File: config.mk
export PLATFORM = sky130hd
export DESIGN_NAME = uart_inst_loader
export DESIGN_NICKNAME = d
export VERILOG_FILES = /design/src/rtl/uart_inst_loader_pkg.sv /design/src/rtl/uart_inst_loader_rx_byte.sv /design/src/rtl/uart_inst_loader.sv
export SDC_FILE = /design/constraint.sdc
export NUM_CORES = 1
export LEC_CHECK = 0
export CORE_AREA = 2 2 139 73
export CTS_CLUSTER_DIAMETER = 50
export DETAILED_ROUTE_END_ITERATION = 10
export DIE_AREA = 0 0 141 75
export GPL_TIMING_DRIVEN = 0
export PLACE_DENSITY = 0.9
export SYNTH_ARGS = -nofsm -noshare
export SYNTH_HDL_FRONTEND = slang
export SYNTH_HIERARCHICAL = 1
export SYNTH_SLANG_ARGS = --single-unit
File: constraint.sdc
create_clock -name clk -period 2.1 [get_ports clk]
set_input_delay 0.21 -clock clk [delete_from_list [all_inputs] [get_ports clk]]
set_output_delay 0.21 -clock clk [all_outputs]
set_load 0.01 [all_outputs]
File: src/rtl/uart_inst_loader_pkg.sv
// uart_inst_loader_pkg: rx FSM encoding and loader constants shared by the loader and its byte receiver
package uart_inst_loader_pkg;
    typedef enum logic [2:0] {ST_IDLE, ST_START, ST_DATA, ST_STOP, ST_BREAK} rx_state_t;
    localparam logic UART_IDLE_LEVEL = 1'b1;
    localparam int BYTES_PER_INST = 4;
    localparam int DEF_CLKS_PER_BIT = 868;
    localparam int DEF_TIMEOUT_CLKS = 2000000;
endpackage

File: src/rtl/uart_inst_loader_rx_byte.sv
// uart_rx_byte: 8N1 receiver with 2-flop synchronizer, mid-bit sampling and break hold-off
module uart_rx_byte
    import uart_inst_loader_pkg::*;
#(
    parameter int CLKS_PER_BIT = DEF_CLKS_PER_BIT
) (
    input  logic       clk,
    input  logic       rst,
    input  logic       i_rx,
    input  logic       i_en,
    output logic       o_idle,
    output logic       o_start,
    output logic       o_byte_valid,
    output logic [7:0] o_byte_data,
    output logic       o_frame_err
);
    localparam int CW = $clog2(CLKS_PER_BIT);
    localparam logic [CW-1:0] HALF_M1 = CW'(CLKS_PER_BIT / 2 - 1);
    localparam logic [CW-1:0] FULL_M1 = CW'(CLKS_PER_BIT - 1);
    rx_state_t r_state;
    logic r_sync1, r_sync2;
    logic [CW-1:0] r_cnt;
    logic [2:0] r_bit_idx;
    logic w_rxs;
    assign w_rxs = r_sync2;
    assign o_idle = r_state == ST_IDLE;
    assign o_start = i_en && o_idle && w_rxs != UART_IDLE_LEVEL;
    always_ff @(posedge clk) begin
        if (rst) begin
            r_sync1 <= UART_IDLE_LEVEL;
            r_sync2 <= UART_IDLE_LEVEL;
            r_state <= ST_IDLE;
            r_cnt <= '0;
            r_bit_idx <= '0;
            o_byte_valid <= 1'b0;
            o_byte_data <= '0;
            o_frame_err <= 1'b0;
        end else begin
            r_sync1 <= i_rx;
            r_sync2 <= r_sync1;
            o_byte_valid <= 1'b0;
            o_frame_err <= 1'b0;
            if (!i_en) begin
                r_state <= w_rxs == UART_IDLE_LEVEL ? ST_IDLE : ST_BREAK;
            end else begin
                case (r_state)
                    ST_IDLE: if (w_rxs != UART_IDLE_LEVEL) begin
                        r_state <= ST_START;
                        r_cnt <= '0;
                    end
                    ST_START: if (r_cnt == HALF_M1) begin
                        r_state <= w_rxs == UART_IDLE_LEVEL ? ST_IDLE : ST_DATA;
                        r_cnt <= '0;
                        r_bit_idx <= '0;
                    end else r_cnt <= r_cnt + 1'b1;
                    ST_DATA: if (r_cnt == FULL_M1) begin
                        o_byte_data <= {w_rxs, o_byte_data[7:1]};
                        r_cnt <= '0;
                        r_bit_idx <= r_bit_idx + 1'b1;
                        if (r_bit_idx == 3'd7) r_state <= ST_STOP;
                    end else r_cnt <= r_cnt + 1'b1;
                    ST_STOP: if (r_cnt == FULL_M1) begin
                        o_byte_valid <= w_rxs;
                        o_frame_err <= !w_rxs;
                        r_state <= w_rxs ? ST_IDLE : ST_BREAK;
                        r_cnt <= '0;
                    end else r_cnt <= r_cnt + 1'b1;
                    ST_BREAK: if (w_rxs == UART_IDLE_LEVEL) r_state <= ST_IDLE;
                    default: r_state <= ST_IDLE;
                endcase
            end
        end
    end
endmodule

File: src/rtl/uart_inst_loader.sv
// uart_inst_loader: packs little-endian UART bytes into 32-bit words for the program-ROM write port
module uart_inst_loader
    import uart_inst_loader_pkg::*;
#(
    parameter int CLKS_PER_BIT = DEF_CLKS_PER_BIT,
    parameter int TIMEOUT_CLKS = DEF_TIMEOUT_CLKS
) (
    input  logic        clk,
    input  logic        rst,
    input  logic        rx,
    input  logic        en,
    output logic [31:0] inst,
    output logic        writeIns,
    output logic        frame_err,
    output logic [13:0] word_cnt
);
    localparam int IW = $clog2(TIMEOUT_CLKS + 1);
    localparam logic [IW-1:0] TIMEOUT = IW'(TIMEOUT_CLKS);
    localparam logic [1:0] LAST_IDX = 2'(BYTES_PER_INST - 1);
    logic w_idle, w_start, w_byte_valid, w_frame_err, w_counting, w_timeout;
    logic [7:0] w_byte_data;
    logic [1:0] r_byte_idx;
    logic [23:0] r_word_buf;
    logic [IW-1:0] r_idle_cnt;
    uart_rx_byte #(.CLKS_PER_BIT(CLKS_PER_BIT)) u_rx (
        .clk(clk),
        .rst(rst),
        .i_rx(rx),
        .i_en(en),
        .o_idle(w_idle),
        .o_start(w_start),
        .o_byte_valid(w_byte_valid),
        .o_byte_data(w_byte_data),
        .o_frame_err(w_frame_err)
    );
    assign frame_err = w_frame_err;
    // a start edge in the same cycle keeps the partial word
    assign w_counting = w_idle && r_byte_idx != 2'd0 && !w_start;
    assign w_timeout = w_counting && r_idle_cnt == TIMEOUT;
    always_ff @(posedge clk) begin
        if (rst) begin
            inst <= '0;
            writeIns <= 1'b0;
            word_cnt <= '0;
            r_byte_idx <= '0;
            r_word_buf <= '0;
            r_idle_cnt <= '0;
        end else if (!en) begin
            writeIns <= 1'b0;
            r_byte_idx <= '0;
            r_idle_cnt <= '0;
        end else begin
            writeIns <= 1'b0;
            r_idle_cnt <= w_counting && !w_timeout ? r_idle_cnt + 1'b1 : '0;
            if (w_byte_valid) begin
                if (r_byte_idx == LAST_IDX) begin
                    inst <= {w_byte_data, r_word_buf};
                    writeIns <= 1'b1;
                    word_cnt <= word_cnt + 1'b1;
                    r_byte_idx <= '0;
                end else begin
                    r_word_buf[8*r_byte_idx +: 8] <= w_byte_data;
                    r_byte_idx <= r_byte_idx + 1'b1;
                end
            end else if (w_frame_err || w_timeout) r_byte_idx <= '0;
        end
    end
endmodule
## Word level (Yosys, flattened, before mapping)

Index checks and enable logic that the tools add are counted.

- Register bits after elaboration: 122
- Bits of input ports: 4
- Output and inout port bits: 48

- Add/sub/neg operators: 6
- Equal/unequal tests: 18
- Shift operators: 2
- Mux-type cells: 22
- Bitwise gates (word level): 7
- Reduce and logical (&&, ||, !) cells: 26

Operator list:

| cell | number |
|---|---|
| negator 5 -> 34 bit | 1 |
| variable shift 8 x 34 -> 24 bit, first input constant | 1 |
| indexed part select 8 x 34 -> 24 bit | 1 |
| two-way mux 10 bit | 3 |
| two-way mux 3 bit | 10 |
| one-hot mux 10 bit (3 select lines) | 1 |
| bitwise mux 24 bit | 1 |
| adder 21 x 1 -> 21 bit, second input constant | 1 |
| == test 21 bit, second input constant | 1 |
| inequality test 3 x 2 -> 1 bit, second input constant | 5 |
| one-hot mux 3 bit (5 select lines) | 1 |
| adder 14 x 1 -> 14 bit, second input constant | 1 |
| AND reduction 3 bit | 4 |
| adder 10 x 1 -> 10 bit, second input constant | 1 |
| == test 10 bit, second input constant | 1 |
| == test 10 x 9 -> 1 bit, second input constant | 1 |
| two-way mux 2 bit | 4 |
| NOT 1 bit | 7 |
| == test 3 x 2 -> 1 bit, second input constant | 2 |
| == test 3 bit, second input constant | 2 |
| logical AND 1 bit | 6 |
| one-hot mux 3 bit (2 select lines) | 1 |
| AND reduction 6 bit | 1 |
| nonzero test 2 bit | 3 |
| 16 further kinds | 21 |

## Longest topological paths before layout

- Word-level depth: 10
- Gate-level depth with buffers: 8

## Hierarchy

Netlist, hierarchy kept.

Modules (own cells, without submodules):

| module | instances | cells an instance | area each (µm²) | sequential area each (µm²) |
|---|---|---|---|---|
| uart_inst_loader | 1 | 457 | 3,759.9 | 1,881.8 |
| uart_rx_byte | 1 | 174 | 1,481.4 | 560.5 |

## Worst setup path before layout

OpenSTA, ideal clock, no wires.

- Kind: reg-to-reg
- Start: register u_rx.r_cnt[0]
- End: register u_rx.r_cnt[7]
- Arrival: 1.889 ns
- Data required time: 2.026 ns
- Slack: 0.137 ns
- Stages on the path, launching flop included: 8
- Period minus slack after synthesis: 1.963 ns
- Path through: dfxtp_1 ha_1 and2_1 and2_4 buf_6 a311oi_4 or3b_1 a31oi_1

- Longest elaborated chain between the ends: 3
- Elaborated cells on any way between the ends: 6
- Classes of those cells: add/sub: 1; eq/ne: 2; mux: 3

RTL lines:

| what | RTL line | text |
|---|---|---|
| from (decl) | uart_inst_loader_rx_byte.sv:22 | `logic [CW-1:0] r_cnt;` |
| from (signal assigned) | uart_inst_loader_rx_byte.sv:55 | `end else r_cnt <= r_cnt + 1'b1;` |
| from (signal assigned) | uart_inst_loader_rx_byte.sv:61 | `end else r_cnt <= r_cnt + 1'b1;` |
| from (signal assigned) | uart_inst_loader_rx_byte.sv:67 | `end else r_cnt <= r_cnt + 1'b1;` |
| adder 10 x 1 -> 10 bit (tied with other cells) | uart_inst_loader_rx_byte.sv:55, uart_inst_loader_rx_byte.sv:61, uart_inst_loader_rx_byte.sv:67 |  |
| two-way mux 10 bit, on equally long branches | uart_inst_loader_rx_byte.sv:56, uart_inst_loader_rx_byte.sv:62, uart_inst_loader_rx_byte.sv:51 |  |
| one-hot mux 10 bit (3 select lines) * | uart_inst_loader_rx_byte.sv:46 | `case (r_state)` |

Mark *: on every way between the ends. The rest lies on a longest branch, timed or not.
A chain may end at the register's enable or synchronous reset.

## Worst setup path in the final report

- Start: register r_byte_idx[0]
- End: register r_word_buf[21]

- Longest elaborated chain between the ends: 3
- Elaborated cells on any way between the ends: 7
- Classes of those cells: add/sub: 1; eq/ne: 1; shift: 2; mux: 1; bitwise: 1; reduce/logical: 1

RTL lines:

| what | RTL line | text |
|---|---|---|
| from (decl) | uart_inst_loader.sv:22 | `logic [1:0] r_byte_idx;` |
| from (signal assigned) | uart_inst_loader.sv:63 | `r_byte_idx <= r_byte_idx + 1'b1;` |
| negator 5 -> 34 bit / == test 2 bit (equally long branches) | uart_inst_loader.sv:62, uart_inst_loader.sv:56 |  |
| indexed part select 8 x 34 -> 24 bit (tied with other cells) | uart_inst_loader.sv:62 | `r_word_buf[8*r_byte_idx +: 8] <= w_byte_data;` |
| bitwise mux 24 bit / AND reduction 3 bit (equally long branches) | - |  |
| to (signal, indexed assignment) | uart_inst_loader.sv:62 |  |
| to (decl) | uart_inst_loader.sv:23 | `logic [23:0] r_word_buf;` |

Several ways; a longest one is shown, not always the timed one.

==> flow_metrics.tcl <==
set metrics [dict create \
    outcome "finished with violations" \
    violations "setup timing" \
    ant_nets 0 \
    grt_overflow 0 \
    synthTopCellsByCount "122 x dfxtp_1, 122 x nand2_1, 72 x a21oi_1" \
    slew_headroom_pct 58.2 \
    synthSimpleGateAreaFrac_pct 28.6 \
    synth.net_count 647 \
    drcViolationCount 0 \
    drive_gt1_share_pct 9.51 \
    drv_cap 0 \
    grt_pass1_wl_um 21300 \
    p_leak_nw 2.19 \
    fp.dieH_um 75 \
    fin_worst_skew_ps 8.27 \
    synthAdderAreaFrac_pct 2.86 \
    worstSetupPathType "register to register" \
    slew_viol_final 0 \
    crit_path_end_kind "register" \
    start_util_pct 56.4 \
    path_delay_family "simple AND/OR/NAND/NOR gates" \
    cp_max_fo 8 \
    firstDrtPassIters 5 \
    coreArea_sq_um 9290 \
    synth_top_family_by_area "simple AND/OR/NAND/NOR gates" \
    avgSynthCellArea_sq_um 8.31 \
    crit_path_top_delay_cell "dfxtp_2" \
    finalPower_mw 5.21 \
    synth_ff_type "dfxtp_1" \
    nFillCells 654 \
    cts_tree "built" \
    cts-root-buf "clkbuf_16" \
    numCtsBuffers 17 \
    grt_pass1_vias 4588 \
    setup_viol 2 \
    finalCritPeriodShare_pct 101 \
    start_kind "register" \
    max_freq_mhz 470 \
    dp_hpwl_um 8250 \
    cts.hold.buffers_added 0 \
    areaGrowthSynthToFinish_pct 25.3 \
    worst_pin_slew_ps 627 \
    synth_top_area_cell "dfxtp_1" \
    worst-path-buf-inv 2 \
    synth_edf_count 0 \
    clock-sinks 122 \
    vias 4964 \
    hp-class "register to register" \
    ff_latch_area_sq_um 2450 \
    muxShareOfSynthArea_pct 2.89 \
    clock_latency_ps 420 \
    avgViaCountPerCell 5.94 \
    critPathRequiredTime_ps 2430 \
    synth_xor_xnor_area_share_pct 3.51 \
    synth-compound-area-share_pct 11.8 \
    powerDensity_nw_per_um2 792 \
    fin_nets 718 \
    rows 25 \
    ys_seq_area_share_pct 46.6 \
    grt_max_degree 17 \
    gp_congestion 0.850 \
    ys_async_sr_fraction_pct 0 \
    synth_top_area_share_pct 46.6 \
    antennaDiodeCount 0 \
    path_clk_slew_ps 60 \
    critPathArrivalTime_ps 2460 \
    syn_area_sq_um 5240 \
    wirelength_um 13700 \
    final.min_clock_period_ps 2130 \
    final_core_util_pct 70.7 \
    hold_viol_final 0 \
    grt_use_total_pct 25.7 \
    chipWidth_um 141 \
    synthTopCellsByArea "dfxtp_1 47%, nand2_1 8.7%, a21oi_1 6.9%, nand3_1 4.4%, nor2_1 3.7%" \
    crit_top_cell "clkbuf_1" \
    antenna_found_initial 0 \
    die_area_sq_um 10600 \
    portBuffers 51 \
    fin_ws_ps -27.3 \
    wl_per_cell_um 16.4 \
    peakVddDrop_uv 557 \
    cp_slowest_stage_delay_ps 370 \
    yosysUniqueCellTypes 55 \
    boundaryPins 52 \
    cts_max_level 4 \
    synth_seq_cells 122 \
    drt_iter0_drc 413 \
    clk_path_buf_depth 2 \
    crit_chain "ha_1 -> and3b_1 -> clkbuf_1 -> and2_1 -> clkbuf_1 -> nand3_1 -> a21oi_1" \
    multi_input_area_sq_um 2670 \
    yosys_warnings 6 \
    syn_inst 631 \
]
==> worst reg2reg max path, cell delays in order (launching register included) <==
cell and delay [ps]:
dfxtp_2 370, ha_1 270, and3b_1 240, clkbuf_1 280
and2_1 180, clkbuf_1 300, nand3_1 170, a21oi_1 230
==> power breakdown <==
| part | internal (mW) | switching, mW |
|---|---|---|
| sequential | 2.32 | 0.00265 |
| clock | 1.69 | 1.09 |
| combinational | 0.0268 | 0.0699 |
==> cell usage in the layout, fill, tap and decap left out, types with 5 or more instances in the layout <==
cell type and count:
a31oi_1 5, and3_1 6, and2_1 9, xnor2_1 12
or3_1 9, nor4_1 7, xor2_1 9, mux2i_1 14
inv_1 14, dfxtp_1 117, ha_1 10, dfxtp_2 5
a21oi_1 72, nor3_1 8, or4_1 6, nand2_1 122
clkbuf_16 17, clkdlybuf4s50_1 51, nand3_1 45, nor2_1 51
buf_4 6, o21ai_0 8, clkbuf_1 22, nand2b_1 5
nand4_1 10
==> area by class of cell <==
class,count,share of cell area (%)
clock buffers,19,6.90
well taps,121,2.30
clock inverters,13,1.81
plain buffers,30,2.04
multi-input cells,462,40.6
flip-flops and latches,122,37.3
repair buffers,55,8.23
inverters,14,0.800
==> stage by stage <==
stage	cell area [sq um]	hold WS, ps	worst slack (ps)	std cells	setup TNS (ps)
2_1_floorplan	5240	314	137	631	0
3_3_place_gp	5900	391	-323	803	-6870
3_5_place_dp	5900	396	-329	803	-11250
4_1_cts	6540	403	-0.876	837	-0.876
5_1_grt	6570	409	-132	836	-948
6_report	6570	404	-27.3	836	-35.7
==> cell families after synthesis <==
group | count (synthesis)
XOR/XNOR | 21
flip-flops | 122
multiplexers | 15
buffers and inverters | 47
AO/OA/AOI/OAI | 106
AND/OR/NAND/NOR | 308
adder cells (fa/ha/maj) | 12
==> routing by layer <==
| metal | vias up | GRT usage (%) | share of wire [%] |
|---|---|---|---|
| li1 | 2328 | - | - |
| met1 | 2366 | 30.8 | 42 |
| met2 | 230 | 46.0 | 49 |
| met3 | 40 | 6.11 | 7.2 |
| met4 | 0 | 10.4 | 2.2 |
| met5 | - | 0 | 0 |
==> repair_timing <==
item,4_1_cts,5_1_grt
pin swaps,1,3
setup buffers,3,1
gates resized for setup,8,15
setup endpoints to repair,27,88
gates cloned,0,0
==> final timing paths <==
kind / slack [ps] / startpoint / to / depth (start not counted)
setup / recovery: -30 / r_byte_idx[0]$_SDFFE_PP0P_ / r_word_buf[21]$_SDFFE_PP0P_ / 7
setup reg to reg: -30 / r_byte_idx[0]$_SDFFE_PP0P_ / r_word_buf[21]$_SDFFE_PP0P_ / 7
hold reg to reg: 400 / u_rx/r_sync1$_SDFF_PP1_ / u_rx/r_sync2$_SDFF_PP1_ / 1
hold / removal: 400 / u_rx/r_sync1$_SDFF_PP1_ / u_rx/r_sync2$_SDFF_PP1_ / 1
==> sequential cells by signal, summed over array words and instances (netlist names) <==
name,count
r_byte_idx,2
u_rx/r_sync1,1
u_rx/r_cnt,10
u_rx/o_byte_valid,1
u_rx/r_bit_idx,3
u_rx/r_state,3
r_word_buf,24
inst,32
writeIns,1
r_idle_cnt,21
u_rx/o_byte_data,8
u_rx/o_frame_err,1
word_cnt,14
u_rx/r_sync2,1
No activity file was read; power rests on OpenSTA's default activity.
